### config.mk
export PLATFORM = sky130hd
export DESIGN_NAME = vga_scan_driver
export DESIGN_NICKNAME = d
export VERILOG_FILES = /design/src/rtl/vga_scan_driver.sv
export SDC_FILE = /design/constraint.sdc
export NUM_CORES = 1
export LEC_CHECK = 0
export BUFFER_PORTS_ARGS = -buffer_cell sky130_fd_sc_hd__buf_4
export CAP_MARGIN = 20
export CELL_PAD_IN_SITES_DETAIL_PLACEMENT = 1
export CELL_PAD_IN_SITES_GLOBAL_PLACEMENT = 2
export CORE_UTILIZATION = 34
export DETAILED_ROUTE_END_ITERATION = 7
export GPL_TIMING_DRIVEN = 0
export MAX_ROUTING_LAYER = met4
export PLACE_DENSITY = 0.85
export SETUP_SLACK_MARGIN = 0.3
export SYNTH_ARGS = -nofsm -noshare
export SYNTH_HDL_FRONTEND = slang
export SYNTH_SLANG_ARGS = --single-unit
### constraint.sdc
create_clock -name clk -period 1.8 [get_ports clk]
set_input_delay 0 -clock clk [delete_from_list [all_inputs] [get_ports clk]]
set_output_delay 0 -clock clk [all_outputs]
set_load 0.02 [all_outputs]
### src/rtl/vga_scan_driver.sv
// VGA raster generator: issues pixel requests to the raytracer, realigns the
// returned colour with delayed sync, then quantises to 2 bits/channel with optional dither.
module vga_scan_driver #(
    parameter int H_ACTIVE   = 640,
    parameter int H_FP       = 16,
    parameter int H_SYNC     = 96,
    parameter int H_BP       = 48,
    parameter int V_ACTIVE   = 480,
    parameter int V_FP       = 10,
    parameter int V_SYNC     = 2,
    parameter int V_BP       = 33,
    parameter int RT_LATENCY = 1,
    parameter int DITHER     = 1
) (
    input  logic       clk,
    input  logic       rst_n,
    output logic [9:0] pixel_x,
    output logic [9:0] pixel_y,
    output logic       pixel_valid,
    output logic       frame_start,
    input  logic [7:0] rgb_r,
    input  logic [7:0] rgb_g,
    input  logic [7:0] rgb_b,
    output logic [1:0] vga_r,
    output logic [1:0] vga_g,
    output logic [1:0] vga_b,
    output logic       vga_hsync,
    output logic       vga_vsync
);
    localparam int H_TOTAL = H_ACTIVE + H_FP + H_SYNC + H_BP;
    localparam int V_TOTAL = V_ACTIVE + V_FP + V_SYNC + V_BP;

    localparam logic [9:0] H_LAST     = 10'(H_TOTAL - 1);
    localparam logic [9:0] V_LAST     = 10'(V_TOTAL - 1);
    localparam logic [9:0] H_ACT      = 10'(H_ACTIVE);
    localparam logic [9:0] V_ACT      = 10'(V_ACTIVE);
    localparam logic [9:0] HS_START   = 10'(H_ACTIVE + H_FP);
    localparam logic [9:0] HS_END     = 10'(H_ACTIVE + H_FP + H_SYNC);
    localparam logic [9:0] VS_START   = 10'(V_ACTIVE + V_FP);
    localparam logic [9:0] VS_END     = 10'(V_ACTIVE + V_FP + V_SYNC);

    typedef struct packed {
        logic vld;
        logic hs;
        logic vs;
        logic x0;
        logic y0;
    } align_t;

    localparam align_t ALIGN_RST = '{vld: 1'b0, hs: 1'b1, vs: 1'b1, x0: 1'b0, y0: 1'b0};

    logic [9:0] r_h_cnt;
    logic [9:0] r_v_cnt;
    logic       w_h_last;
    logic       w_v_last;

    assign w_h_last = (r_h_cnt == H_LAST);
    assign w_v_last = (r_v_cnt == V_LAST);

    always_ff @(posedge clk or negedge rst_n) begin
        if (!rst_n) begin
            r_h_cnt <= '0;
            r_v_cnt <= '0;
        end else begin
            r_h_cnt <= w_h_last ? 10'd0 : r_h_cnt + 10'd1;
            if (w_h_last)
                r_v_cnt <= w_v_last ? 10'd0 : r_v_cnt + 10'd1;
        end
    end

    // Stage 0: request registers and raw (undelayed) sync levels.
    logic [9:0] r_px;
    logic [9:0] r_py;
    logic       r_pv;
    logic       r_fs;
    logic       r_hs;
    logic       r_vs;

    always_ff @(posedge clk or negedge rst_n) begin
        if (!rst_n) begin
            r_px <= '0;
            r_py <= '0;
            r_pv <= 1'b0;
            r_fs <= 1'b0;
            r_hs <= 1'b1;
            r_vs <= 1'b1;
        end else begin
            r_px <= r_h_cnt;
            r_py <= r_v_cnt;
            r_pv <= (r_h_cnt < H_ACT) && (r_v_cnt < V_ACT);
            r_fs <= (r_h_cnt == 10'd0) && (r_v_cnt == 10'd0);
            r_hs <= !((r_h_cnt >= HS_START) && (r_h_cnt < HS_END));
            r_vs <= !((r_v_cnt >= VS_START) && (r_v_cnt < VS_END));
        end
    end

    assign pixel_x     = r_px;
    assign pixel_y     = r_py;
    assign pixel_valid = r_pv;
    assign frame_start = r_fs;

    align_t w_stg0;
    align_t w_stgl;

    assign w_stg0 = '{vld: r_pv, hs: r_hs, vs: r_vs, x0: r_px[0], y0: r_py[0]};

    // Delay line matching the raytracer latency so stage L lines up with rgb_*.
    generate
        if (RT_LATENCY == 0) begin : g_nopipe
            assign w_stgl = w_stg0;
        end else begin : g_pipe
            align_t [RT_LATENCY-1:0] r_pipe;

            always_ff @(posedge clk or negedge rst_n) begin
                if (!rst_n) begin
                    for (int i = 0; i < RT_LATENCY; i++)
                        r_pipe[i] <= ALIGN_RST;
                end else begin
                    r_pipe[0] <= w_stg0;
                    for (int i = 1; i < RT_LATENCY; i++)
                        r_pipe[i] <= r_pipe[i-1];
                end
            end

            assign w_stgl = r_pipe[RT_LATENCY-1];
        end
    endgenerate

    function automatic logic [1:0] quant(input logic [7:0] c, input logic [5:0] d);
        logic [8:0] s;
        s = {1'b0, c} + {3'b000, d};
        return s[8] ? 2'd3 : s[7:6];
    endfunction

    logic [5:0] w_dith;

    always_comb begin
        w_dith = 6'd0;
        if (DITHER != 0) begin
            case ({w_stgl.y0, w_stgl.x0})
                2'b00:   w_dith = 6'd0;
                2'b01:   w_dith = 6'd32;
                2'b10:   w_dith = 6'd48;
                default: w_dith = 6'd16;
            endcase
        end
    end

    logic [1:0] w_qr;
    logic [1:0] w_qg;
    logic [1:0] w_qb;

    assign w_qr = quant(rgb_r, w_dith);
    assign w_qg = quant(rgb_g, w_dith);
    assign w_qb = quant(rgb_b, w_dith);

    logic [1:0] r_vga_r;
    logic [1:0] r_vga_g;
    logic [1:0] r_vga_b;
    logic       r_vga_hs;
    logic       r_vga_vs;

    // Blanking is forced black regardless of what the core returns.
    always_ff @(posedge clk or negedge rst_n) begin
        if (!rst_n) begin
            r_vga_r  <= '0;
            r_vga_g  <= '0;
            r_vga_b  <= '0;
            r_vga_hs <= 1'b1;
            r_vga_vs <= 1'b1;
        end else begin
            r_vga_r  <= w_stgl.vld ? w_qr : 2'd0;
            r_vga_g  <= w_stgl.vld ? w_qg : 2'd0;
            r_vga_b  <= w_stgl.vld ? w_qb : 2'd0;
            r_vga_hs <= w_stgl.hs;
            r_vga_vs <= w_stgl.vs;
        end
    end

    assign vga_r     = r_vga_r;
    assign vga_g     = r_vga_g;
    assign vga_b     = r_vga_b;
    assign vga_hsync = r_vga_hs;
    assign vga_vsync = r_vga_vs;

endmodule

=== Word-level counts from Yosys, hierarchy flattened ===
Cells that the tools add are included.

* Equality and inequality tests: 4
* Reductions and logical operators: 9
* Muxes and demuxes: 9
* Magnitude comparators: 6
* Add/sub/neg operators: 5

{| class="wikitable"
|+ Operators with widths
! kind !! count
|-
| $add A8 B6 Y9 || 3
|-
| $add A10 B1 Y10 const B || 2
|-
| $eq A10 B10 Y1 const B || 2
|-
| $logic_not A10 Y1 || 2
|-
| $lt A10 B10 Y1 const B || 2
|-
| $lt A10 B9 Y1 const B || 2
|-
| $mux W10 || 2
|-
| $pmux W6 S3 || 1
|-
| $mux W2 || 6
|-
| $ge A10 B10 Y1 const B || 1
|-
| $ge A10 B9 Y1 const B || 1
|-
| $logic_and A1 B1 Y1 || 4
|-
| $eq A2 B1 Y1 const B || 1
|-
| $eq A2 B2 Y1 const B || 1
|-
| $logic_not A1 Y1 || 2
|-
| $logic_not A2 Y1 || 1
|}

* Logic and storage cells: 51
* Register bits: 57
* Output and inout bits: 30
* Bits of input ports: 26

=== Longest topological paths before layout ===
Gate-level depths: netlist (run 1).

* Depth after elaboration: 5
* Mapped depth: 6
* Depth with buffers taken out: 6

=== Worst setup path before layout (run 1) ===
Ideal clock, no wire load.

* Kind: register to register
* Start: register r_h_cnt[0]
* End: register r_v_cnt[4]
* Path slack: 0.121 ns
* Setup time: 0.125 ns
* Arrival time: 1.554 ns
* Stages on the path, launching flop included: 6
* Data required time: 1.675 ns
* Clock period less this slack: 1.679 ns
* Buffers on the path: 0
* Path through: dfrtp_1 -> ha_1 -> nand4_1 -> nor4_4 -> nand2_2 -> mux2_4

* Word-level cells in the longest chain between the ends: 1

{| class="wikitable"
|+ RTL lines
! what !! RTL line !! RTL
|-
| start, declared || 52 || <nowiki>logic [9:0] r_h_cnt;</nowiki>
|-
| start signal, assigned || 65 || <nowiki>r_h_cnt <= w_h_last ? 10'd0 : r_h_cnt + 10'd1;</nowiki>
|-
| $eq A10 B10 Y1 || 57 || <nowiki>assign w_h_last = (r_h_cnt == H_LAST);</nowiki>
|-
| end signal, assigned || 67 || <nowiki>r_v_cnt <= w_v_last ? 10'd0 : r_v_cnt + 10'd1;</nowiki>
|-
| end, declared || 53 || <nowiki>logic [9:0] r_v_cnt;</nowiki>
|}

No other way between the ends.
A chain may end at the register's enable or synchronous reset.

=== Worst setup path after layout (run 1) ===
* Start: register r_h_cnt[5]
* End: register r_v_cnt[8]

The elaborated chain is that of the path after synthesis.

==> summary.md, run 1 <==
| Metric | Value |
|---|---|
| PortBufs | `43` |
| RePlAce Congestion | `0.7400` |
| Setup crit start kind | `register` |
| Total of max-cap violations | `0` |
| Actual slew at the worst max-slew pin | `689.0 ps` |
| Clock Sinks | `57` |
| Syn Area/Cell | `about 12 µm²` |
| Fin nets | `299` |
| Final setup fails | `0` |
| Rel. slew slack | `0.5407` |
| Reg clk slew, reported paths | `60 ps` |
| Routed WL | `5299 µm` |
| Clock Latency Late Sink | `330 ps` |
| RSZ-0062 raised after global routing | `yes` |
| Vias per std cell | `approximately 4.7` |
| Register bit total from synthesis | `57` |
| Netlist cell types | `40` |
| Vias in the first global route | `1,774` |
| Synth area leader | `dfrtp_1` |
| Status | `finished clean` |
| Fmax | `0.6049 GHz` |
| Hold Crit Class | `in2reg` |
| Post-synth EDFFs | `0` |
| Placed cells | `305` |
| Post-Syn Area | `~0.0023 mm²` |
| Initial antenna violation count | `0` |
| # DRC | `0` |
| Power Density | `around 790 mW/mm²` |
| Initial Util | `0.3552` |
| Top-level I/O count | `between 50 and 60` |
| WHS | `146.5 ps` |
| Reg2reg path depth | `6` |
| Final period utilization | `0.9185` |
| Die height | `83.68 µm` |
| YS warnings | `0` |
| Final hold vios | `0` |
| Die ar. | `0.007002 mm²` |
| Ant diodes | `0` |
| H-tree depth | `3` |
| Final worst slack | `146.7 ps` |
| Clock buffer count from CTS | `9` |
| Total Routing Usage GR | `0.1630` |
| Dpl ws | `-108.9 ps` |
| Post-synth net total | `~220` |
| Core area | `0.006386 mm²` |
| Minimum clock period | `1653 ps` |
| Total chip power | `approximately 0.0026 W` |
| Area contributors post-synth | `dfrtp_1, dfstp_2, ha_1` |
| Maximum vdd drop | `between 400 and 500 µV` |
| TritonRoute pass-1 iters | `3` |
| Final Slew Violations | `0` |
| Clock Root Buffer | `clkbuf_8` |
| Max Buffers Root-to-Sink | `2` |
| CTS tree | `done` |
| Crit path capture type | `register` |
| Hold Crit Start | `rgb_b[5]` |
| Arrival @ worst endpoint | `1880 ps` |
| Proportion of layout cells with a drive suffix above 1 | `0.4706` |
| Post-Syn Instances | `between 150 and 200` |
| Worst R2R Start | `r_h_cnt[5]` |
| Post-synth top flop | `dfrtp_1` |
| First-pass GRT wire length | `around 8500 µm` |
| Iter 0 DRT Violations | `53` |
| Routed vias | `1,652` |
| Leak | `1.568 nW` |
| Site row count | `29` |
| R2R Path End | `r_v_cnt[8]` |
| Routed Antenna Nets | `0` |
| Register area share after synthesis | `0.6321` |
| Required time of the worst setup path | `2030 ps` |
| Layout area overhead | `46.11%` |
| Final clock skew | `around 4.1 ps` |
| Setup slack, reg-to-reg | `roughly 150 ps` |
| Detailed Place HPWL | `3114 µm` |
| Crit-path max FO | `6` |
| Final core occ | `0.5190` |
| Hold EP | `vga_b[0]` |
| Wirelength per Cell | `15.18 µm` |
| Ys async rst share | `1.000` |
| Fin cells | `349` |
| Largest net degree at the start of global routing | `between 50 and 60` |
| Share of the synthesized area in the top cell type | `0.5626` |
| Crit path kind | `reg2reg` |
| Hold path depth | `4` |
| Grt total ovfl | `0` |
| Die span in x | `83.68 µm` |
## sequential cells by signal, summed over array words and instances, names as in the netlist
signal,count
pixel_valid,1
r_vs,1
frame_start,1
r_h_cnt,10
pixel_y,10
vga_r,2
vga_vsync,1
g_pipe.r_pipe,5
vga_g,2
r_v_cnt,10
pixel_x,10
vga_b,2
vga_hsync,1
r_hs,1
## worst max-delay path by stage
stage | end | slack, ps | startpoint | depth (start not counted)
2_1_floorplan | r_v_cnt[4] | 130 | r_h_cnt[0] | 5
3_3_place_gp | r_v_cnt[4] | -90 | r_h_cnt[0] | 5
3_5_place_dp | r_v_cnt[4] | -110 | r_h_cnt[0] | 5
4_1_cts | r_v_cnt[4] | 130 | r_h_cnt[1] | 6
5_1_grt | r_v_cnt[8] | 80 | r_h_cnt[0] | 7
6_report | r_v_cnt[8] | 150 | r_h_cnt[5] | 6
## cells in the mapped netlist, drive strengths merged (3+ instances only)
cell type,n
nor3,6
o21a,4
xor2,4
ha,6
nor4,3
a21oi,3
xnor2,5
nor2b,6
nor4b,3
dfrtp,51
and3,4
nand2,16
dfstp,6
and2,3
clkbuf,3
nor3b,3
inv,13
o21ai,6
nand4,8
nor2,8
maj3,3
## power by group
part | switching, W | internal, W | total (W)
clock | 0.000473 | 0.000752 | 0.00122
combinational | 0.0000538 | 0.0000505 | 0.000104
sequential | 0.00000162 | 0.00129 | 0.00129
## worst max-delay path: stages (launching register included)
cell     delay (ps)
dfrtp_1         390
buf_6           130
or2_4           240
nor4_4          240
buf_6           180
nand4_1         130
xnor2_1         240
## routing by layer
metal  wire (µm)  vias to the layer above  track usage
li1            -                      799            -
met1        2235                      803       0.1935
met2        2745                       36       0.2572
met3         178                       14      0.04055
met4         140                        0      0.08475
met5           0                        -            -
## kinds of logic (layout without fill, tap and decap cells)
kind of cell | after synthesis | count (layout) | synth area share
fa+ha+maj | 9 | 9 | 0.04633
xor+xnor | 9 | 9 | 0.03475
flops | 57 | 57 | 0.6321
compound gates | 22 | 22 | 0.06343
buf+inv | 18 | 105 | 0.03475
mux | 3 | 3 | 0.01544
simple gates | 67 | 67 | 0.1732
## what timing repair did
action | CTS | global route
resized for setup | 19 | 36
setup buffers | 10 | 11
setup endpoints to repair | 19 | 22
hold endpoints to repair | 57 | 0
pin swaps | 8 | 11
hold buffers | 7 | 0
## stage by stage
| stage | TNS (ps) | area [µm²] |
|---|---|---|
| after floorplan | 0 | 2283 |
| after CTS | 0 | 3126 |
| after detailed placement | -245.9 | 2703 |
| after global routing | 0 | 3314 |
| after global placement | -165.2 | 2703 |
| final | 0 | 3314 |
## cell type report
type                    count  area [µm²]
plain buffers               5       42.54
clock buffers              14       172.7
repair buffers             71       565.5
fillers                   690        3072
well taps                  77       96.34
clock inverters             2       35.03
inverters                  13       48.80
flip-flops and latches     57        1441
multi-input cells         110       912.1
## layout by cell type, fill, tap and decap left out, drive strengths merged
master,netlist,layout
buf,2,67
dfrtp,51,51
nand2,16,16
clkbuf,3,16
inv,13,13
nand4,8,8
nor2,8,8
dlygate4sd3,0,7
nor2b,6,6
dfstp,6,6
nor3,6,6
o21ai,6,6
ha,6,6
xnor2,5,5
o21a,4,4
and3,4,4
xor2,4,4
maj3,3,3
nor4b,3,3
and2,3,3
nor3b,3,3
nor4,3,3
a21oi,3,3
and4,2,2
nand3,2,2
a21boi,2,2
mux2i,2,2
o22ai,2,2
or2,1,1
or4,1,1
a211o,1,1
nand2b,1,1
a31oi,1,1
mux2,1,1
a32o,1,1
a21o,1,1
a2bb2oi,1,1
bufinv,0,1
clkinv,0,1
Note: power is estimated with default switching activity, not from simulation.
==> inputs of run 2 (changes only) <==
- PLACE_DENSITY: 0.85 -> default
- PLACE_DENSITY_LB_ADDON: default -> 0.3
- clock period: 1.8 -> 1.75 ns (I/O delays scaled with it)
==> run 2 against run 1 <==
  * Cell count fell by 0.57%
  * Cell area fell by 0.23%
  * Power rose by 2.0%
  * Setup slack got worse by 75 ps
  * Fmax fell by 1.5%
  * Via count rose by 2.3%
  * Clock power barely moved
  * Combinational power rose by 11%
  * Sequential share of layout area fell by 0.052 points
  * Critical path depth did not move
  * Critical path type unchanged
==> summary.md, run 2 (same netlist as run 1, synthesis figures left out) <==
| Metric | Value |
|---|---|
| Final Cell Area | `0.003307 mm² (-0.23%)` |
| R2R Path End | `r_v_cnt[4]` |
| Die ar. | `0.007002 mm² (unchanged)` |
| Final hold vios | `0 (unchanged)` |
| Initial antenna violation count | `0 (unchanged)` |
| Top-level I/O count | `56 (unchanged)` |
| Layout area overhead | `45.78%` |
| Vias in the first global route | `1,722 (-2.9%)` |
| Hold Crit Start | `rgb_b[5]` |
| Initial Util | `0.3552 (unchanged)` |
| Crit-path max cell delay | `390 ps (about the same)` |
| Delay-heaviest family, CP | `simple AND/OR/NAND/NOR gates` |
| Fmax | `0.5958 GHz (-1.5%)` |
| Iter 0 DRT Violations | `51 (-3.8%)` |
| CP Cell Sequence | `ha_4, nand4_1, nor4_4, buf_6, nand2_2, mux2_4` |
| Hold EP | `vga_b[0]` |
| Placed cells | `305 (unchanged)` |
| Final clock skew | `6.267 ps (+2.208 ps)` |
| Site row count | `29 (unchanged)` |
| Commonest non-fill, non-tap cell in the layout | `buf_4` |
| Die height | `83.68 µm (unchanged)` |
| Clock Latency Late Sink | `330 ps (about the same)` |
| Most frequent cells in the layout | `buf_4, dfrtp_1, inv_1, nand2_1, clkbuf_8` |
| Worst R2R Start | `r_h_cnt[1]` |
| First-pass GRT wire length | `8431 µm (-1.4%)` |
| Arrival @ worst endpoint | `1900 ps (+20 ps)` |
| Clock Sinks | `57 (unchanged)` |
| Wirelength per Cell | `14.64 µm (-3.6%)` |
| Final period utilization | `0.9591 (+0.04060)` |
| Fillers | `680 (-1.4%)` |
| Area of the multi-input gates | `938.4 µm² (+2.9%)` |
| Die span in x | `83.68 µm (unchanged)` |
| Ant diodes | `0 (unchanged)` |
| TritonRoute pass-1 iters | `4 (+1)` |
| Setup slack, reg-to-reg | `70 ps (-80 ps)` |
| Routed WL | `5081 µm (-4.1%)` |
| Required time of the worst setup path | `1970 ps (-60 ps)` |
| Dpl ws | `-143.3 ps (-34.38 ps)` |
| Total Routing Usage GR | `0.1612 (-0.001819)` |
| CP max-delay cell | `dfrtp_1` |
| Clock Root Buffer | `clkbuf_8` |
| Setup crit start kind | `register` |
| Final core occ | `0.5178 (-0.001176)` |
| Routed Antenna Nets | `0 (unchanged)` |
| Register Area | `0.001436 mm² (-0.35%)` |
| PortBufs | `43 (unchanged)` |
| CTS tree | `done` |
| Maximum vdd drop | `390.7 µV (-19%)` |
| Grt total ovfl | `0 (unchanged)` |
| Post-placement cell area | `0.002704 mm² (about the same)` |
| Fin nets | `297 (-0.67%)` |
| Final worst slack | `71.59 ps (-75.12 ps)` |
| Final Slew Violations | `0 (unchanged)` |
| Power Density | `808.5 mW/mm² (+2.3%)` |
| Clock buffer count from CTS | `9 (unchanged)` |
| Crit-path max FO | `7 (+1)` |
| Core area | `0.006386 mm² (unchanged)` |
| Proportion of layout cells with a drive suffix above 1 | `0.4704 (about the same)` |
| Crit path capture type | `register` |
| Leak | `1.586 nW (+1.1%)` |
| Routed vias | `1,690 (+2.3%)` |
| H-tree depth | `3 (unchanged)` |
| Total of max-cap violations | `0 (unchanged)` |
| RSZ-0062 raised after global routing | `yes` |
| Final setup fails | `0 (unchanged)` |
| Largest net degree at the start of global routing | `58 (unchanged)` |
| Detailed Place HPWL | `3113 µm (about the same)` |
| Minimum clock period | `1678 ps (+25.12 ps)` |
| Max Buffers Root-to-Sink | `2 (unchanged)` |
| Fin cells | `347 (-0.57%)` |
| Crit path kind | `reg2reg` |
| RePlAce Congestion | `0.7418 (+0.24%)` |
| Actual slew at the worst max-slew pin | `706.9 ps (+17.88 ps)` |
| Status | `finished clean` |
| # DRC | `0 (unchanged)` |
| Reg2reg path depth | `6 (unchanged)` |
| Vias per std cell | `4.870 (+2.9%)` |
| Reg clk slew, reported paths | `70 ps (about the same)` |
| Hold Crit Class | `in2reg` |
| Worst path bufs/invs | `1 (-1)` |
| Rel. slew slack | `0.5287 (-0.01192)` |
| Hold path depth | `4 (unchanged)` |
## run 2: cell count changes in the layout (fill, tap and decap cells not counted), sizes merged
cell / previous run / this run
buf: 67 / 64
clkinv: 1 / 2
## run 2: routing by layer
metal,GRT usage,part of all wire
met4,0.06934,0.015
met2,0.2306,0.48
met5,-,0
met3,0.04847,0.044
met1,0.2125,0.46
## run 2: per-stage QoR
stage	total power [W]	setup TNS, ps	hold WS [ps]
floorplan	0.001379	0	-295.6
global placement	0.001442	-313.3	98.71
detailed placement	0.001444	-558.7	106.9
CTS	0.002703	0	155.3
global route	0.002784	0	166.8
finish	0.002674	0	163.8
## run 2: tightest hold or removal path: cells and delay by family
family,cells,cell delay [ps]
compound gates,1,50
simple gates,1,140
buf+inv,1,80
fa+ha+maj,1,180
## run 2: how the worst max path moves through the flow
stage            endpoint  slack, ps  cells past startpoint  startpoint
6_report       r_v_cnt[4]         70                      6  r_h_cnt[1]
5_1_grt        r_v_cnt[4]          3                      6  r_h_cnt[1]
3_3_place_gp   r_v_cnt[4]       -120                      5  r_h_cnt[0]
4_1_cts        r_v_cnt[4]        110                      6  r_h_cnt[1]
3_5_place_dp   r_v_cnt[4]       -140                      5  r_h_cnt[0]
2_1_floorplan  r_v_cnt[4]         80                      5  r_h_cnt[0]
## run 2: timing repair
action | CTS | global route
hold buffers | 7 | 0
setup endpoints to repair | 21 | 24
pin swaps | 11 | 9
setup buffers | 14 | 5
hold endpoints to repair | 57 | 0
gates resized for setup | 22 | 30
## run 2: layout make-up
type,count,share of cell area
inverters,13,0.01476
repair buffers,69,0.1665
clock buffers,13,0.04805
flip-flops and latches,57,0.4344
multi-input cells,110,0.2838
plain buffers,5,0.01135
well taps,77,0.02913
clock inverters,3,0.01211
## run 2: power by group
group / internal, W / switching (W) / leakage [nW]
Combinational: 0.0000570 / 0.0000581 / 0.762
Sequential: 0.00133 / 0.00000197 / 0.721
Clock: 0.000731 / 0.000499 / 0.103
Total: 0.00211 / 0.000559 / 1.59
==> inputs of run 3 (changes only) <==
- CORE_UTILIZATION: 34 -> 35
- CTS_BUF_LIST: default -> sky130_fd_sc_hd__clkbuf_4
==> run 3 against run 2 <==
  * Sequential share of layout area up 0.65 points
  * Power about the same
  * Count of clock-buffer cells in the layout fell by 4
  * Flip-flop and latch count did not move
  * Largest cell class unchanged
  * Critical path depth increased by 2
  * First-iteration DRC count is 35% higher
  * Via count down 1.4%
  * Setup slack got worse by 0.83 ps
  * Combinational power is 4% lower
  * Cell area down 1.2%
  * Largest power group unchanged
  * Critical endpoint is now r_h_cnt[5]
  * Sequential power is essentially flat
  * Register-to-register slack barely moved
==> summary.md, run 3 (same netlist as run 1, synthesis figures left out) <==
| Metric | Value |
|---|---|
| Crit path capture type | `register` |
| Clock Sinks | `57 (unchanged)` |
| Die span in x | `82.51 µm (-1.4%)` |
| Grt total ovfl | `0 (unchanged)` |
| Crit path kind | `reg2reg` |
| Leak | `1.535 nW (-3.2%)` |
| Crit-path max FO | `6 (-1)` |
| Final Cell Area | `0.003267 mm² (-1.2%)` |
| Total Routing Usage GR | `0.1824 (+0.02118)` |
| First-pass GRT wire length | `8611 µm (+2.1%)` |
| Hold Crit Class | `in2reg` |
| Max Buffers Root-to-Sink | `2 (unchanged)` |
| Clock Latency Late Sink | `390 ps (+60 ps)` |
| Routed vias | `1,666 (-1.4%)` |
| Die height | `82.51 µm (-1.4%)` |
| Status | `finished clean` |
| Die ar. | `0.006807 mm² (-2.8%)` |
| Final clock skew | `10.28 ps (+4.008 ps)` |
| Site row count | `28 (-3.4%)` |
| Power Density | `819.0 mW/mm² (+1.3%)` |
| Maximum vdd drop | `487.6 µV (+25%)` |
| Reg2reg path depth | `8 (+2)` |
| Layout area overhead | `44.02%` |
| TritonRoute pass-1 iters | `4 (unchanged)` |
| CP Cell Sequence | `ha_4, nand4_1, buf_4, nor4_4, buf_6, buf_4, buf_6, nor2_1` |
| Final Slew Violations | `0 (unchanged)` |
| # DRC | `0 (unchanged)` |
| RSZ-0062 raised after global routing | `yes` |
| Required time of the worst setup path | `2040 ps (+70 ps)` |
| Wirelength per Cell | `15.42 µm (+5.3%)` |
| Proportion of layout cells with a drive suffix above 1 | `0.4649 (-0.005426)` |
| Iter 0 DRT Violations | `69 (+35%)` |
| Fin nets | `298 (+0.34%)` |
| Post-placement cell area | `0.002701 mm² (about the same)` |
| WHS | `88.66 ps (-75.18 ps)` |
| Total chip power | `0.002676 W (about the same)` |
| Initial Util | `0.3721 (+0.01691)` |
| Largest net degree at the start of global routing | `58 (unchanged)` |
| Crit-path max cell delay | `420 ps (+30 ps)` |
| H-tree depth | `3 (unchanged)` |
| Most frequent cells in the layout | `buf_4, dfrtp_1, inv_1, nand2_1, clkbuf_4` |
| PortBufs | `43 (unchanged)` |
| Clock Root Buffer | `clkbuf_4` |
| Detailed Place HPWL | `3207 µm (+3.0%)` |
| Core area | `0.006096 mm² (-4.5%)` |
| RePlAce Congestion | `0.7360 (-0.78%)` |
| CTS tree | `done` |
| Vias per std cell | `4.815 (-1.1%)` |
| Hold path depth | `4 (unchanged)` |
| Fmax | `0.5955 GHz (about the same)` |
| Ant diodes | `0 (unchanged)` |
| Routed WL | `5337 µm (+5.0%)` |
| Total of max-cap violations | `0 (unchanged)` |
| Arrival @ worst endpoint | `1970 ps (+70 ps)` |
| Rel. slew slack | `0.5265 (-0.002227)` |
| Top-level I/O count | `56 (unchanged)` |
| Final period utilization | `0.9596 (about the same)` |
| Final hold vios | `0 (unchanged)` |
| Commonest non-fill, non-tap cell in the layout | `buf_4` |
| Setup crit start kind | `register` |
| Routed Antenna Nets | `0 (unchanged)` |
| Reg clk slew, reported paths | `100 ps (+30 ps)` |
| Final setup fails | `0 (unchanged)` |
| CP max-delay cell | `dfrtp_1` |
| Minimum clock period | `1679 ps (+0.8284 ps)` |
| Actual slew at the worst max-slew pin | `710.2 ps (+3.339 ps)` |
| Vias in the first global route | `1,794 (+4.2%)` |
| Clock buffer count from CTS | `9 (unchanged)` |
| Initial antenna violation count | `0 (unchanged)` |
run 3: metal layers:
metal  up-vias  GRT usage  share of wire
met5         -          -              0
met4         0     0.1017          0.017
met3        10    0.04066          0.041
met2        46     0.2893           0.50
met1       812     0.2151           0.44
li1        798          -              -
run 3: report_power, final:
| part | internal [W] | leakage [nW] | switching, W | total (W) |
|---|---|---|---|---|
| sequential | 0.00132 | 0.716 | 0.00000207 | 0.00133 |
| combinational | 0.0000520 | 0.726 | 0.0000576 | 0.000110 |
| clock | 0.000723 | 0.0938 | 0.000517 | 0.00124 |
| total | 0.00210 | 1.54 | 0.000577 | 0.00268 |
run 3: critical path, delay by kind of cell (launching register included):
kind                       cells  cell delay (ps)
adders and majority gates      1              150
DFF                            1              420
buffers and inverters          4              560
and+or+nand+nor                3              440
run 3: final timing paths:
kind | from | end | slack (ps)
max | r_h_cnt[0] | r_h_cnt[5] | 70
min reg2reg | r_vs | g_pipe.r_pipe[2] | 360
min in group asynchronous | rst_n | frame_start | 200
max in group asynchronous | rst_n | r_h_cnt[4] | 1050
max reg2reg | r_h_cnt[0] | r_h_cnt[5] | 70
min | rgb_b[5] | vga_b[0] | 90
run 3: timing repair:
action                                  CTS  global route
endpoints found under the setup margin   23            23
hold endpoints to repair                 57             0
pin swaps                                15            11
setup buffers                            10            10
gates cloned                              0             0
hold buffers                              7             0
gates resized for setup                  27            24
run 3: area by class of cell:
cell class / count / area (µm²)
fillers: 651 / 2829
flip-flops and latches: 57 / 1440
multi-input cells: 110 / 900.9
repair buffers: 70 / 554.3
clock inverters: 7 / 118.9
well taps: 75 / 93.84
clock buffers: 9 / 67.56
inverters: 13 / 48.80
plain buffers: 5 / 42.54
run 3: per-stage QoR:
stage / TNS [ps] / std cells / utilization / setup slack [ps]
2_1_floorplan: 0 / 185 / - / 82.86
3_3_place_gp: -447.9 / 303 / 0.4431 / -147.2
3_5_place_dp: -390.8 / 303 / 0.4431 / -125.5
4_1_cts: 0 / 336 / 0.5133 / 86.53
5_1_grt: 0 / 346 / 0.5359 / 4.215
6_report: 0 / 346 / 0.5359 / 70.77
